`src/rtl/mem_ram_pkg.sv`:
```
// Shared definitions for the preloaded RAM: sequencer states and the default program image.
package mem_ram_pkg;

    typedef enum logic {
        INIT = 1'b0,
        RUN  = 1'b1
    } state_t;

    localparam int IMG_LEN = 18;

    function automatic logic [7:0] img(input int unsigned idx);
        case (idx)
            0:       return 8'h80;
            1:       return 8'h3E;
            2:       return 8'h80;
            3:       return 8'h3F;
            4:       return 8'h1E;
            5:       return 8'h7F;
            6:       return 8'hB0;
            7:       return 8'hCC;
            8:       return 8'h1F;
            9:       return 8'h7E;
            10:      return 8'h3F;
            11:      return 8'hC4;
            12:      return 8'h1E;
            13:      return 8'h7F;
            14:      return 8'h3E;
            15:      return 8'hC4;
            16:      return 8'h1E;
            17:      return 8'hFF;
            default: return 8'h00;
        endcase
    endfunction

endpackage

```
`src/rtl/mem_ram_init_if.sv`:
```
// Access bus between the control unit (master) and the preloaded RAM (slave).
interface mem_ram_init_if #(
    parameter int DATA_W = 8,
    parameter int ADDR_W = 5
);
    logic              Clear;
    logic              Req;
    logic              WE;
    logic [ADDR_W-1:0] Address;
    logic [DATA_W-1:0] D;
    logic [DATA_W-1:0] Q;
    logic              QValid;
    logic              Busy;
    logic              Reject;

    modport master (
        output Clear, Req, WE, Address, D,
        input  Q, QValid, Busy, Reject
    );

    modport slave (
        input  Clear, Req, WE, Address, D,
        output Q, QValid, Busy, Reject
    );
endinterface

```
`src/rtl/mem_ram_core.sv`:
```
// Plain DEPTH x DATA_W storage array with one write port and one registered read port.
module mem_ram_core #(
    parameter int DATA_W = 8,
    parameter int ADDR_W = 5,
    parameter int DEPTH  = 32
) (
    input  logic              Clock,
    input  logic              we,
    input  logic              re,
    input  logic [ADDR_W-1:0] addr,
    input  logic [DATA_W-1:0] wdata,
    output logic [DATA_W-1:0] rdata
);

    logic [DATA_W-1:0] mem [DEPTH];

    // NOTE: no reset on the array or its read register, so it maps onto RAM macros;
    // the preload sequencer supplies the defined contents instead.
    always_ff @(posedge Clock) begin
        // NOTE: non-blocking assignments keep read-before-write ordering between
        // clocked processes independent of simulator scheduling.
        if (we) begin
            mem[addr] <= wdata;
        end
        if (re) begin
            rdata <= mem[addr];
        end
    end

endmodule

```
`src/rtl/mem_ram_init.sv`:
```
// Single-port synchronous RAM that preloads the package image after reset or Clear.
module mem_ram_init
    import mem_ram_pkg::*;
#(
    parameter int DATA_W    = 8,
    parameter int ADDR_W    = 5,
    parameter int DEPTH     = 32,
    parameter int INIT_LEN  = 18,
    parameter int ZERO_FILL = 1
) (
    input  logic          Clock,
    input  logic          In,
    mem_ram_init_if.slave bus
);

    localparam int              LAST      = (ZERO_FILL != 0) ? DEPTH - 1 : INIT_LEN - 1;
    localparam logic [ADDR_W:0] LAST_PTR  = (ADDR_W + 1)'(LAST);
    localparam logic [ADDR_W:0] IMG_END   = (ADDR_W + 1)'(INIT_LEN);
    localparam logic [ADDR_W:0] DEPTH_END = (ADDR_W + 1)'(DEPTH);

    state_t            state, state_nx;
    logic [ADDR_W:0]   ptr, ptr_nx;
    logic              q_zero, q_zero_nx;
    logic              qvalid, qvalid_nx;
    logic              reject, reject_nx;

    logic              mem_we, mem_re, in_range;
    logic [ADDR_W-1:0] mem_addr;
    logic [DATA_W-1:0] mem_wdata, core_rdata;

    assign in_range = ({1'b0, bus.Address} < DEPTH_END);

    always_ff @(posedge Clock or negedge In) begin
        if (!In) begin
            state  <= INIT;
            ptr    <= '0;
            q_zero <= 1'b1;
            qvalid <= 1'b0;
            reject <= 1'b0;
        end else begin
            state  <= state_nx;
            ptr    <= ptr_nx;
            q_zero <= q_zero_nx;
            qvalid <= qvalid_nx;
            reject <= reject_nx;
        end
    end

    always_comb begin
        // NOTE: every output of this block gets a default first, so no path infers a latch.
        state_nx  = state;
        ptr_nx    = ptr;
        q_zero_nx = q_zero;
        qvalid_nx = 1'b0;
        reject_nx = 1'b0;
        mem_we    = 1'b0;
        mem_re    = 1'b0;
        mem_addr  = bus.Address;
        mem_wdata = bus.D;

        if (bus.Clear) begin
            state_nx  = INIT;
            ptr_nx    = '0;
            reject_nx = bus.Req;
        end else if (state == INIT) begin
            mem_we    = 1'b1;
            mem_addr  = ptr[ADDR_W-1:0];
            mem_wdata = (ptr < IMG_END) ? DATA_W'(img(32'(ptr))) : '0;
            reject_nx = bus.Req;
            if (ptr == LAST_PTR) begin
                state_nx = RUN;
                ptr_nx   = '0;
            end else begin
                ptr_nx = ptr + 1'b1;
            end
        end else if (bus.Req) begin
            if (!in_range) begin
                // Out-of-range reads return zero rather than aliasing into the array.
                reject_nx = 1'b1;
                if (!bus.WE) begin
                    q_zero_nx = 1'b1;
                    qvalid_nx = 1'b1;
                end
            end else if (bus.WE) begin
                mem_we = 1'b1;
            end else begin
                mem_re    = 1'b1;
                q_zero_nx = 1'b0;
                qvalid_nx = 1'b1;
            end
        end
    end

    mem_ram_core #(
        .DATA_W (DATA_W),
        .ADDR_W (ADDR_W),
        .DEPTH  (DEPTH)
    ) u_core (
        .Clock (Clock),
        .we    (mem_we),
        .re    (mem_re),
        .addr  (mem_addr),
        .wdata (mem_wdata),
        .rdata (core_rdata)
    );

    // Q reads zero after reset and after an out-of-range read; otherwise it is the held read register.
    assign bus.Q      = q_zero ? '0 : core_rdata;
    assign bus.QValid = qvalid;
    assign bus.Busy   = (state == INIT);
    assign bus.Reject = reject;

endmodule

```
`src/flat_wrapper.sv`:
```
// flat-port wrapper written by rule: the top's interface ports become plain ports
module mem_ram_init_flat import mem_ram_pkg::*;
#(
    parameter int DATA_W    = 8,
    parameter int ADDR_W    = 5,
    parameter int DEPTH     = 32,
    parameter int INIT_LEN  = 18,
    parameter int ZERO_FILL = 1
)
  (Clock, In, bus_Clear, bus_Req, bus_WE, bus_Address, bus_D, bus_Q, bus_QValid, bus_Busy, bus_Reject);
  mem_ram_init_if #(.DATA_W(DATA_W), .ADDR_W(ADDR_W)) bus_i ();
  input  logic Clock;
  input  logic In;
  input wire logic [$bits(bus_i.Clear)-1:0] bus_Clear;
  input wire logic [$bits(bus_i.Req)-1:0] bus_Req;
  input wire logic [$bits(bus_i.WE)-1:0] bus_WE;
  input wire logic [$bits(bus_i.Address)-1:0] bus_Address;
  input wire logic [$bits(bus_i.D)-1:0] bus_D;
  output wire logic [$bits(bus_i.Q)-1:0] bus_Q;
  output wire logic [$bits(bus_i.QValid)-1:0] bus_QValid;
  output wire logic [$bits(bus_i.Busy)-1:0] bus_Busy;
  output wire logic [$bits(bus_i.Reject)-1:0] bus_Reject;
  assign bus_i.Clear = bus_Clear;
  assign bus_i.Req = bus_Req;
  assign bus_i.WE = bus_WE;
  assign bus_i.Address = bus_Address;
  assign bus_i.D = bus_D;
  assign bus_Q = bus_i.Q;
  assign bus_QValid = bus_i.QValid;
  assign bus_Busy = bus_i.Busy;
  assign bus_Reject = bus_i.Reject;
  mem_ram_init #(.DATA_W(DATA_W), .ADDR_W(ADDR_W), .DEPTH(DEPTH), .INIT_LEN(INIT_LEN), .ZERO_FILL(ZERO_FILL)) u_core (.Clock(Clock), .In(In), .bus(bus_i));
endmodule
```
`config.mk`:
```
export PLATFORM = sky130hd
export DESIGN_NAME = mem_ram_init_flat
export DESIGN_NICKNAME = d
export VERILOG_FILES = /design/src/rtl/mem_ram_pkg.sv /design/src/rtl/mem_ram_init_if.sv /design/src/rtl/mem_ram_core.sv /design/src/rtl/mem_ram_init.sv /design/src/flat_wrapper.sv
export SDC_FILE = /design/constraint.sdc
export NUM_CORES = 1
export LEC_CHECK = 0
export BUFFER_PORTS_ARGS = -buffer_cell sky130_fd_sc_hd__buf_2
export CORE_ASPECT_RATIO = 1.5
export CORE_MARGIN = 1
export CORE_UTILIZATION = 40
export DETAILED_ROUTE_END_ITERATION = 12
export PLACE_DENSITY = 0.51
export SETUP_SLACK_MARGIN = 0.1
export SYNTH_ARGS = -nofsm -noshare
export SYNTH_HDL_FRONTEND = slang
export SYNTH_SLANG_ARGS = --single-unit
```
`constraint.sdc`:
```
create_clock -name Clock -period 4.6 [get_ports Clock]
set_clock_uncertainty 0.1 [all_clocks]
set_input_delay 0.23 -clock Clock [delete_from_list [all_inputs] [get_ports Clock]]
set_output_delay 0.23 -clock Clock [all_outputs]
set_load 0.02 [all_outputs]
```
* Word-level counts from Yosys, hierarchy flattened
Memories as Yosys holds them, arrays and structs flattened. A register that Yosys moved wholly into a read port is not among the register bits.
Index checks and enable logic that the tools add are counted.
** Storage, ports and cells
- Logic and storage cells :: 40
- Input bits :: 18
- Output and inout bits :: 11
- Memories kept :: 2
- Memory bits (read-only) :: 256
- Bits in registers :: 10
- Memory bits (writable) :: 256
** Memories
- (name not given) :: words 32, width 8, rd ports 1, clocked after Yosys merged registers in 0, wr ports 0, line mem_ram_pkg.sv:12 : case (idx)
- u_core.u_core.mem :: words 32, width 8, rd ports 1, clocked after Yosys merged registers in 1, wr ports 1, line mem_ram_core.sv:15 : logic [DATA_W-1:0] mem [DEPTH];
** Cells by class
- Reductions and logical operators :: 1
- $add $sub $neg :: 1
- Equality and inequality tests :: 2
- Bitwise logic cells :: 3
- $lt $le $gt $ge :: 1
- Muxes and demuxes :: 25
** Operators by type and width (count)
- $mux 8 :: 5
- $mux 6 :: 3
- $mux 1 :: 15
- $mux 5 :: 2
- $add 6x1->6 const B :: 1
- $eq 6x5->1 const B :: 1
- $lt 6x5->1 const B :: 1
- $reduce_and 4->1 :: 1
- $not 1->1 :: 3
- $ne 2x2->1 const B :: 1

* Logic depth before layout (Yosys ltp)
Gate-level depths: netlist of run 1.
- Depth in word-level cells :: 6
- Depth in mapped cells :: 9
- Depth with buffers taken out :: 6

* Modules after synthesis
A second synthesis of run 1 with hierarchy kept.
** Second synthesis, totals
- Cell total of the unflattened synthesis :: 696
- Area total of the unflattened synthesis :: 11189.5 µm²
** Modules (own cells, without submodules)
- mem_ram_core :: seq. area each 7927.6 µm², instances 1, area each 10286.1 µm², cells each 576
- mem_ram_init :: seq. area each 251.5 µm², instances 1, area each 903.4 µm², cells each 120

* Least setup slack after synthesis of run 1
Ideal clock, no wire load.
- Path type :: register to register
- Start :: reg u_core.state
- End :: mem u_core.u_core.mem[0][4] (data pin)
- Library setup time :: 454 ps
- Cell stages (with the launch flop) :: 6
- Clock period less this slack :: 3207 ps
- Data arrival time :: 2653 ps
- Path slack :: 1393 ps
- Buffers on the path :: 2
- Required time :: 4046 ps
- Cell sequence :: dfrtp_1 -> or2_1 -> buf_4 -> buf_6 -> or3_1 -> o21ai_0
** On the way
- Word-level cells in the longest chain between the ends :: 2
** Ends and longest elaborated chain
- start, declared :: line mem_ram_init.sv:21 : state_t state, state_nx;
- start signal, assigned :: line mem_ram_init.sv:41 : state <= state_nx;
- $mux 8 :: line mem_ram_init.sv:65 : end else if (state == INIT) begin
- $mux 8 :: line mem_ram_init.sv:61 : if (bus.Clear) begin
- named net u_core.mem_wdata[4] :: line mem_ram_init.sv:29 : logic [DATA_W-1:0] mem_wdata, core_rdata;
- end, declared :: line mem_ram_core.sv:15
The timed path passes the listed nets, and every way through them passes these cells.

* Final worst setup path of run 1
- Start :: reg u_core.ptr[0]
- End :: mem u_core.u_core.mem[0][3], enable pin
** On the way
- Word-level cells in the longest chain between the ends :: 2
** Ends and longest elaborated chain
- start, declared :: line mem_ram_init.sv:22 : logic [ADDR_W:0] ptr, ptr_nx;
- start signal, assigned :: line mem_ram_init.sv:42 : ptr <= ptr_nx;
- $mux 5 :: line mem_ram_init.sv:65
- $mux 5 :: line mem_ram_init.sv:61
Every way passes these cells.

==> results.cfg, run 1 <==
[detailed_routing]
post_drt_wl_per_cell_um = 25.5
via_count = 6038
drtIter0Drc = 367
finalWirelength_um = 26400
vias_per_cell = 5.85
ant_nets = 0
drt_pass1_iterations = 5
remaining_drc_errors = 0

[cts]
h-tree-depth = 1
cts_tree = done
cts.sinks = 274
postCtsSetupBuffers = 0
ctsRootBufferMaster = clkbuf_16
clock_latency_ps = 530
clk_path_buf_depth = 3
cts.reportedPaths.clkPinSlew_ps = 60
numCtsBuffers = 25

[worst_setup_path]
crit_chain = or4_1, o31ai_4, buf_4, nand2_1, nor2_1
worst-endpoint-required_ps = 4650
worstSetupEndpointType = flop
crit_buf_inv = 1
worst_path_dominant_cell_family = simple AND/OR/NAND/NOR gates
cpMaxStageDelayCell = nor2_1
slowest_delay_ps = 750
cp_max_fo = 34
start_kind = flop
worstSetupPathType = reg2reg
crit_arrival_ps = 3430

[place]
dp_slack_ps = 1180
gp_congestion = 0.807
dp_hpwl_um = 16500
io_buffers = 28

[floorplanning]
rows = 73
chipWidth_um = 136
start_util_pct = 40.7
coreArea_um2 = 26400
ioPinCount = 29
die-area_um2 = 27500
die_h_um = 203

[logic_synthesis]
ys_types = 42
synth-seq-area-share_pct = 76.2
async_reset_ff_share_pct = 3.65
synth_ff_type = edfxtp_1
synth-edff-count = 264
yosys_warnings = 0
syn_nets = 673
ys_seq_elements = 274
syn_inst = 649
synth_area_per_cell_um2 = 16.5
synth_area_um2 = 10700

[finish]
syn_to_final_growth_pct = 12.0
regArea_um2 = 8180
multi_input_area_um2 = 2360
antenna_cells = 0
layout-drive-gt1-share_pct = 14.5
layout_commonest_cell = edfxtp_1
fillers = 2236
fin_nets = 702
final_cell_mix = 264 x edfxtp_1, 65 x a22o_1, 52 x a221oi_1, 49 x nor2_1, 32 x o22ai_1
final_core_util_pct = 45.6

[timing]
fin_setup_tns_ps = 0
rsz0062_at_grt = false
fin_crit_ps = 3380
fmax_ghz = 0.296
hold_violations = 0
maxSlewHeadroom_pct = 28.0
worstMarginPinSlew_ps = 1080
setup_ws_ps = 1220
drv_slew = 0
finalSetupViolations = 0
timing.final.crit_share_pct = 73.4

[status]
status = finished clean

[power]
p_leak_nw = 3.88
p_total_mw = 5.17
power_density_nw_per_um2 = 430
ir_worst_vdd_uv = 235

[job]
drv_cap = 0

[grt]
grt_pass1_vias = 6265
overflow = 0
grt_pass1_wl_um = 39100
antenna_found_initial = 0
grt_max_degree = 66
grtUsageTotal_pct = 19.6

[hold_path]
hold_class = in2async
-- power by group --
| group | total, mW | leakage [nW] | switching (mW) | internal (mW) |
|---|---|---|---|---|
| combinational | 0.445 | 0.997 | 0.307 | 0.139 |
| clock | 1.91 | 0.359 | 0.856 | 1.06 |
| sequential | 2.81 | 2.53 | 0.0126 | 2.80 |
| total | 5.17 | 3.88 | 1.18 | 3.99 |
-- worst paths after layout --
path	startpoint	to	slack, ps	depth (start not counted)
hold / removal	In	u_core.q_zero	100	2
max in group asynchronous	In	u_core.ptr[4]	3410	3
setup reg to reg	u_core.ptr[0]	u_core.u_core.mem[0][3]	1220	5
setup / recovery	u_core.ptr[0]	u_core.u_core.mem[0][3]	1220	5
min in group Clock	bus_D[5]	u_core.u_core.mem[13][5]	290	4
hold reg to reg	u_core.q_zero	u_core.q_zero	460	1
-- layout make-up --
cell class / instances / share of cell area [%]
Clock buffer: 33 / 5.45
Clock inverter: 12 / 0.707
Timing Repair Buffer: 47 / 2.56
Sequential cell: 274 / 68.0
Tap cell: 337 / 3.51
Multi-Input combinational cell: 326 / 19.7
Inverter: 4 / 0.125
-- worst reg2reg max path, cell delays in order (launching register included) --
cell and delay [ps]:
dfrtp_1 520, or4_1 630, o31ai_4 100, buf_4 430, nand2_1 470, nor2_1 760
-- Yosys cell counts, drive strengths merged (2+ instances only) --
cell / count / area [um2]
a21o: 2 / 15.0
a21oi: 12 / 60.1
a221oi: 64 / 636
a22o: 65 / 569
buf: 27 / 185
clkbuf: 18 / 67.6
dfrtp: 9 / 225
edfxtp: 264 / 7930
ha: 6 / 75.1
inv: 4 / 15.0
nand2: 28 / 105
nand2b: 3 / 18.8
nand3: 5 / 25.0
nand3b: 3 / 22.5
nor2: 50 / 190
nor2b: 11 / 68.8
nor3: 9 / 45.0
o21ai: 9 / 45.0
o22ai: 32 / 200
o31ai: 3 / 27.5
or2: 3 / 18.8
or4: 9 / 67.6
or4b: 2 / 20.0
-- flip-flops by register name, summed over array words and instances (netlist names) --
| signal | flops |
|---|---|
| u_core.state | 1 |
| u_core.ptr | 6 |
| u_core.bus.QValid | 1 |
| u_core.u_core.mem | 256 |
| u_core.u_core.rdata | 8 |
| u_core.q_zero | 1 |
| u_core.bus.Reject | 1 |
-- repair_timing --
action	in CTS	in global routing
hold buffers	5	0
endpoints found under the hold margin	20	0
gates resized for setup	0	0
-- per-stage QoR --
step / cells / hold WS [ps] / area [um2]
finish: 1033 / 96.2 / 12000
global route: 1033 / 104 / 12000
CTS: 1033 / 61.4 / 12000
global placement: 983 / 7.38 / 11200
floorplan: 649 / -166 / 10700
detailed placement: 983 / 13.3 / 11200
-- logic make-up after synthesis --
kind of cell / after synthesis / share of synthesized area (%)
xor+xnor: 1 / 0.0816
simple gates: 126 / 5.62
flops: 274 / 76.2
fa+ha+maj: 6 / 0.699
compound gates: 191 / 14.7
buf+inv: 49 / 2.49
mux: 2 / 0.198
-- layer usage --
metal  vias up  global-route usage [%]  share of wire (%)
li1       2724                       -                  -
met1      3081                    23.4                 39
met2       182                    34.6                 52
met3        51                    2.72                4.5
met4         0                    9.11                4.2
met5         -                       0                  0
Note: power is estimated with default switching activity, not from simulation.
==> run 2, diff against run 1 <==
- clock period: 4.6 -> 3.5 ns (I/O delays scaled with it)
==> run 2 against run 1 <==
Critical path depth up 4. Flip-flop and latch count unchanged. Worst hold slack better by 120 ps. Non-clock buffer count up 39. Count of clock-buffer cells in the layout down 5. Die area unchanged. Sequential power up 31%. Via count up 3.1%. Global-route usage up 0.56 points.
==> results.cfg, run 2 (synthesized netlist as in run 1, its figures left out) <==
[timing]
worstMarginPinSlew_ps = 1170
maxSlewHeadroom_pct = 22.1
fmax_ghz = 0.299
rsz0062_at_grt = true
drv_slew = 0
finalSetupViolations = 0
fin_crit_ps = 3340
fin_setup_tns_ps = 0
hold_violations = 0
timing.final.crit_share_pct = 95.5

[finish]
layout_commonest_cell = edfxtp_1
final_cell_mix = 264 x edfxtp_1, 65 x a22o_1, 52 x a221oi_1, 49 x nor2_1, 47 x buf_4
final_cell_area_um2 = 12500
largest_register_ffs = 256
fin_nets = 743
top_register = u_core.u_core.mem
syn_to_final_growth_pct = 16.1
layout-drive-gt1-share_pct = 20.1
fin_cells = 1075
top_regs = u_core.u_core.mem x256, u_core.u_core.rdata x8, u_core.ptr x6
antenna_cells = 0

[detailed_routing]
post_drt_wl_per_cell_um = 25.9
drtIter0Drc = 476
ant_nets = 0
drt_pass1_iterations = 5
finalWirelength_um = 27800
via_count = 6225
vias_per_cell = 5.79
remaining_drc_errors = 0

[grt]
busiest_layer = met2
antenna_found_initial = 0
met2_usage_pct = 37.4
grt_pass1_vias = 6283
grt_util_met1_pct = 24.4
grtUsageTotal_pct = 20.2
grt_pass1_wl_um = 40500
overflow = 0
grt_max_degree = 66
globalRouteMet3Util_pct = 2.22

[worst_setup_path]
worstSetupEndpointType = flop
cp_max_fo = 18
worst-endpoint-required_ps = 3680
worstReg2RegStart = u_core.state
start_kind = primary input
crit_arrival_ps = 3520
setup.worst_path.start = bus_Clear
worstSetupPathType = in2reg

[floorplanning]
die_h_um = 203
coreArea_um2 = 26400
chipWidth_um = 136
ioPinCount = 29
rows = 73
die-area_um2 = 27500
start_util_pct = 40.7

[cts]
cts.reportedPaths.clkPinSlew_ps = 70
clock_latency_ps = 540
cts_resized = 0
numCtsBuffers = 26
clk_path_buf_depth = 3
postCtsSetupBuffers = 0
ctsRootBufferMaster = clkbuf_16
h-tree-depth = 1
cts_tree = done
cts.sinks = 274

[place]
dpl_cell_area_um2 = 11600
gp_congestion = 0.898
dp_hpwl_um = 16900
dp.cells = 1020
io_buffers = 28

[power]
p_total_mw = 7.07
ir_worst_vdd_uv = 342
power_density_nw_per_um2 = 567
p_leak_nw = 4.16

[hold_path]
hold_class = in2reg
hold_start = bus_D[0]

[status]
status = finished clean

[job]
drv_cap = 0
## run 2: stage by stage
stage	hold slack, ps	util, %	setup slack (ps)
2_1_floorplan	-221	-	293
3_3_place_gp	-44.0	43.8	281
3_5_place_dp	-43.3	43.8	137
4_1_cts	198	47.2	182
5_1_grt	228	47.2	43.1
6_report	212	47.2	156
## run 2: cell type report
cell class                      count  area (um2)
Sequential cell                   274        8180
Timing Repair Buffer               86         643
Fill cell                        2252       13900
Inverter                            4        15.0
Tap cell                          337         422
Clock buffer                       28         679
Multi-Input combinational cell    327        2370
Clock inverter                     19         155
## run 2: path summary, 6_finish.rpt
kind	to	slack, ps	cells after the start
setup / recovery	u_core.u_core.rdata[7]	160	9
setup reg to reg	u_core.u_core.rdata[7]	160	7
max in group asynchronous	u_core.ptr[1]	1820	4
min in group asynchronous	u_core.q_zero	560	3
hold reg to reg	u_core.q_zero	450	1
hold / removal	u_core.u_core.mem[21][0]	210	4
## run 2: metal layers
metal | share of wire (%) | routed length (um)
met2 | 54 | 14900
met4 | 2.0 | 552
met5 | 0 | 0
met3 | 4.4 | 1210
met1 | 40 | 11100
## run 2: critical path, stage by stage
cell and delay (ps):
dlygate4sd3_1 530, buf_2 210, nor2_2 560, o21ai_2 490, a22o_1 370, a221oi_1 480, buf_4 210, o22ai_1 60
or4_1 420
## run 2: power by group
group / total [mW] / switching (mW) / internal, mW / leakage (nW)
Combinational: 0.627 / 0.419 / 0.209 / 1.22
Clock: 2.75 / 1.19 / 1.56 / 0.411
Sequential: 3.69 / 0.0162 / 3.68 / 2.53
Total: 7.07 / 1.63 / 5.44 / 4.16
## run 2: what timing repair did
| item | 4_1_cts | 5_1_grt |
|---|---|---|
| hold endpoints to repair | 19 | 0 |
| setup endpoints to repair | 0 | 31 |
| hold buffers | 7 | 0 |
==> run 3, diff against run 2 <==
- CTS_BUF_LIST: not set -> sky130_fd_sc_hd__clkbuf_8
==> run 3 against run 2 <==
Via count rose by 2.4%. Register-to-register slack barely moved. Largest cell class unchanged. Combinational power barely moved. Critical path type is now reg2reg. Die area did not move. Routed wire length rose by 1.2%. Critical endpoint unchanged. Count of clock-buffer cells in the layout rose by 15.
==> results.cfg, run 3 (synthesized netlist as in run 1, its figures left out) <==
[status]
status = finished clean

[finish]
largest_register_ffs = 256
antenna_cells = 0
layout-drive-gt1-share_pct = 20.8
fin_nets = 758
syn_to_final_growth_pct = 15.5
top_register = u_core.u_core.mem
layout_commonest_cell = edfxtp_1
final_cell_mix = 264 x edfxtp_1, 65 x a22o_1, 52 x a221oi_1, 49 x nor2_1, 47 x buf_4
top_regs = u_core.u_core.mem x256, u_core.u_core.rdata x8, u_core.ptr x6

[grt]
grt_pass1_wl_um = 41100
grt_max_degree = 66
grt_pass1_vias = 6456
grtUsageTotal_pct = 20.7
antenna_found_initial = 0
overflow = 0

[timing]
finalSetupViolations = 0
fmax_ghz = 0.300
drv_slew = 0
maxSlewHeadroom_pct = 22.6
timing.final.crit_share_pct = 95.2
fin_crit_ps = 3330
worstMarginPinSlew_ps = 1160
hold_violations = 0
setup_ws_ps = 166
fin_setup_tns_ps = 0
rsz0062_at_grt = true

[worst_setup_path]
cp.depth = 7
worst_path_dominant_cell_family = compound AO/OA/AOI/OAI gates
reg2regPathDepth = 7
worst-endpoint-required_ps = 3690
cp_max_fo = 18
crit_chain = nor2_2, o21ai_2, a22o_1, a221oi_1, buf_4, o22ai_1, or4_1
slowest_delay_ps = 570
cpMaxStageDelayCell = nor2_2
crit_buf_inv = 1
worstSetupPathType = reg2reg
start_kind = flop
crit_arrival_ps = 3520
worstSetupEndpointType = flop

[cts]
cts.sinks = 274
numCtsBuffers = 41
clock_latency_ps = 550
h-tree-depth = 2
ctsRootBufferMaster = clkbuf_8
cts.reportedPaths.clkPinSlew_ps = 60
cts_resized = 0
clk_path_buf_depth = 3
cts_tree = done

[power]
pwr-share-clk_pct = 36.5
p_switching_mw = 1.63
pwr-share-comb_pct = 9.2
ir_worst_vdd_uv = 237
power_density_nw_per_um2 = 548
p_leak_nw = 4.18
switching_share_pct = 24.0
seq_power_share_pct = 54.3
p_int_mw = 5.17
p_total_mw = 6.80

[hold_path]
hold_path_depth = 4
hold_class = in2reg

[detailed_routing]
remaining_drc_errors = 0
vias_per_cell = 5.79
post_drt_wl_per_cell_um = 25.5
drt-met1-wl_um = 11200
route.met3.wl_um = 1270
top_layer_used = met4
drtIter0Drc = 431
wl_met2_um = 15100
finalWirelength_um = 28100
via_count = 6376
drt_pass1_iterations = 4
ant_nets = 0

[place]
gp_congestion = 0.898
io_buffers = 28
dp_hpwl_um = 16900
dp_slack_ps = 137

[floorplanning]
rows = 73
start_util_pct = 40.7
die_h_um = 203
ioPinCount = 29
coreArea_um2 = 26400
chipWidth_um = 136
die-area_um2 = 27500

[job]
drv_cap = 0
[run 3: cell count changes in the layout (fill, tap and decap cells not counted)]
| cell | change |
|---|---|
| clkbuf_8 | +43 |
| clkbuf_16 | -27 |
| inv_1 | +11 |
| clkinv_1 | +6 |
| inv_6 | -2 |
| clkbuf_1 | -1 |
| clkinv_2 | -1 |
| clkinv_4 | -1 |
| clkinvlp_4 | -1 |
[run 3: path summary, 6_finish.rpt]
kind | to | from | slack [ps]
min in group asynchronous | u_core.q_zero | In | 560
worst max-delay path | u_core.u_core.rdata[7] | u_core.state | 170
worst min-delay path | u_core.u_core.mem[21][0] | bus_D[0] | 200
worst min register to register | u_core.q_zero | u_core.q_zero | 450
max in group asynchronous | u_core.ptr[3] | In | 1830
worst max register to register | u_core.u_core.rdata[7] | u_core.state | 170
[run 3: power groups by stage]
stage          logic (mW)  registers [mW]  clock network, mW
2_1_floorplan       0.361            3.76                  0
3_3_place_gp        0.617            3.76                  0
3_5_place_dp        0.622            3.76                  0
4_1_cts             0.630            3.69               2.56
5_1_grt             0.671            3.69               2.70
6_report            0.626            3.69               2.49
[run 3: routing by layer]
layer  up-vias  global-route usage (%)
met1      3274                    24.3
met5         -                       0
met2       222                    37.9
met4         0                    6.34
met3        31                    3.57
li1       2849                       -
[run 3: repair_timing]
item / 4_1_cts / 5_1_grt
setup endpoints to repair: 0 / 7
hold endpoints to repair: 28 / 0
setup buffers: 0 / 0
hold buffers: 7 / 0
[run 3: stage by stage]
stage          hold slack (ps)  cell area (um2)  utilization [%]  std cells
2_1_floorplan             -221            10700                -        649
3_3_place_gp             -44.0            11600             43.8       1020
3_5_place_dp             -43.3            11600             43.8       1020
5_1_grt                    197            12400             47.0       1102
4_1_cts                    161            12400             47.0       1101
6_report                   196            12400             47.0       1102
[run 3: area by class of cell]
type / count / area [um2]
clock buffers: 43 / 592
clock inverters: 31 / 180
fillers: 2272 / 14000
inverters: 4 / 15.0
multi-input cells: 327 / 2370
flip-flops and latches: 274 / 8180
well taps: 337 / 422
repair buffers: 86 / 643
[run 3: worst reg2reg max path: stages (launching register included)]
cell      delay, ps
dfrtp_1         380
nor2_2          570
o21ai_2         500
a22o_1          380
a221oi_1        460
buf_4           210
o22ai_1          60
or4_1           410
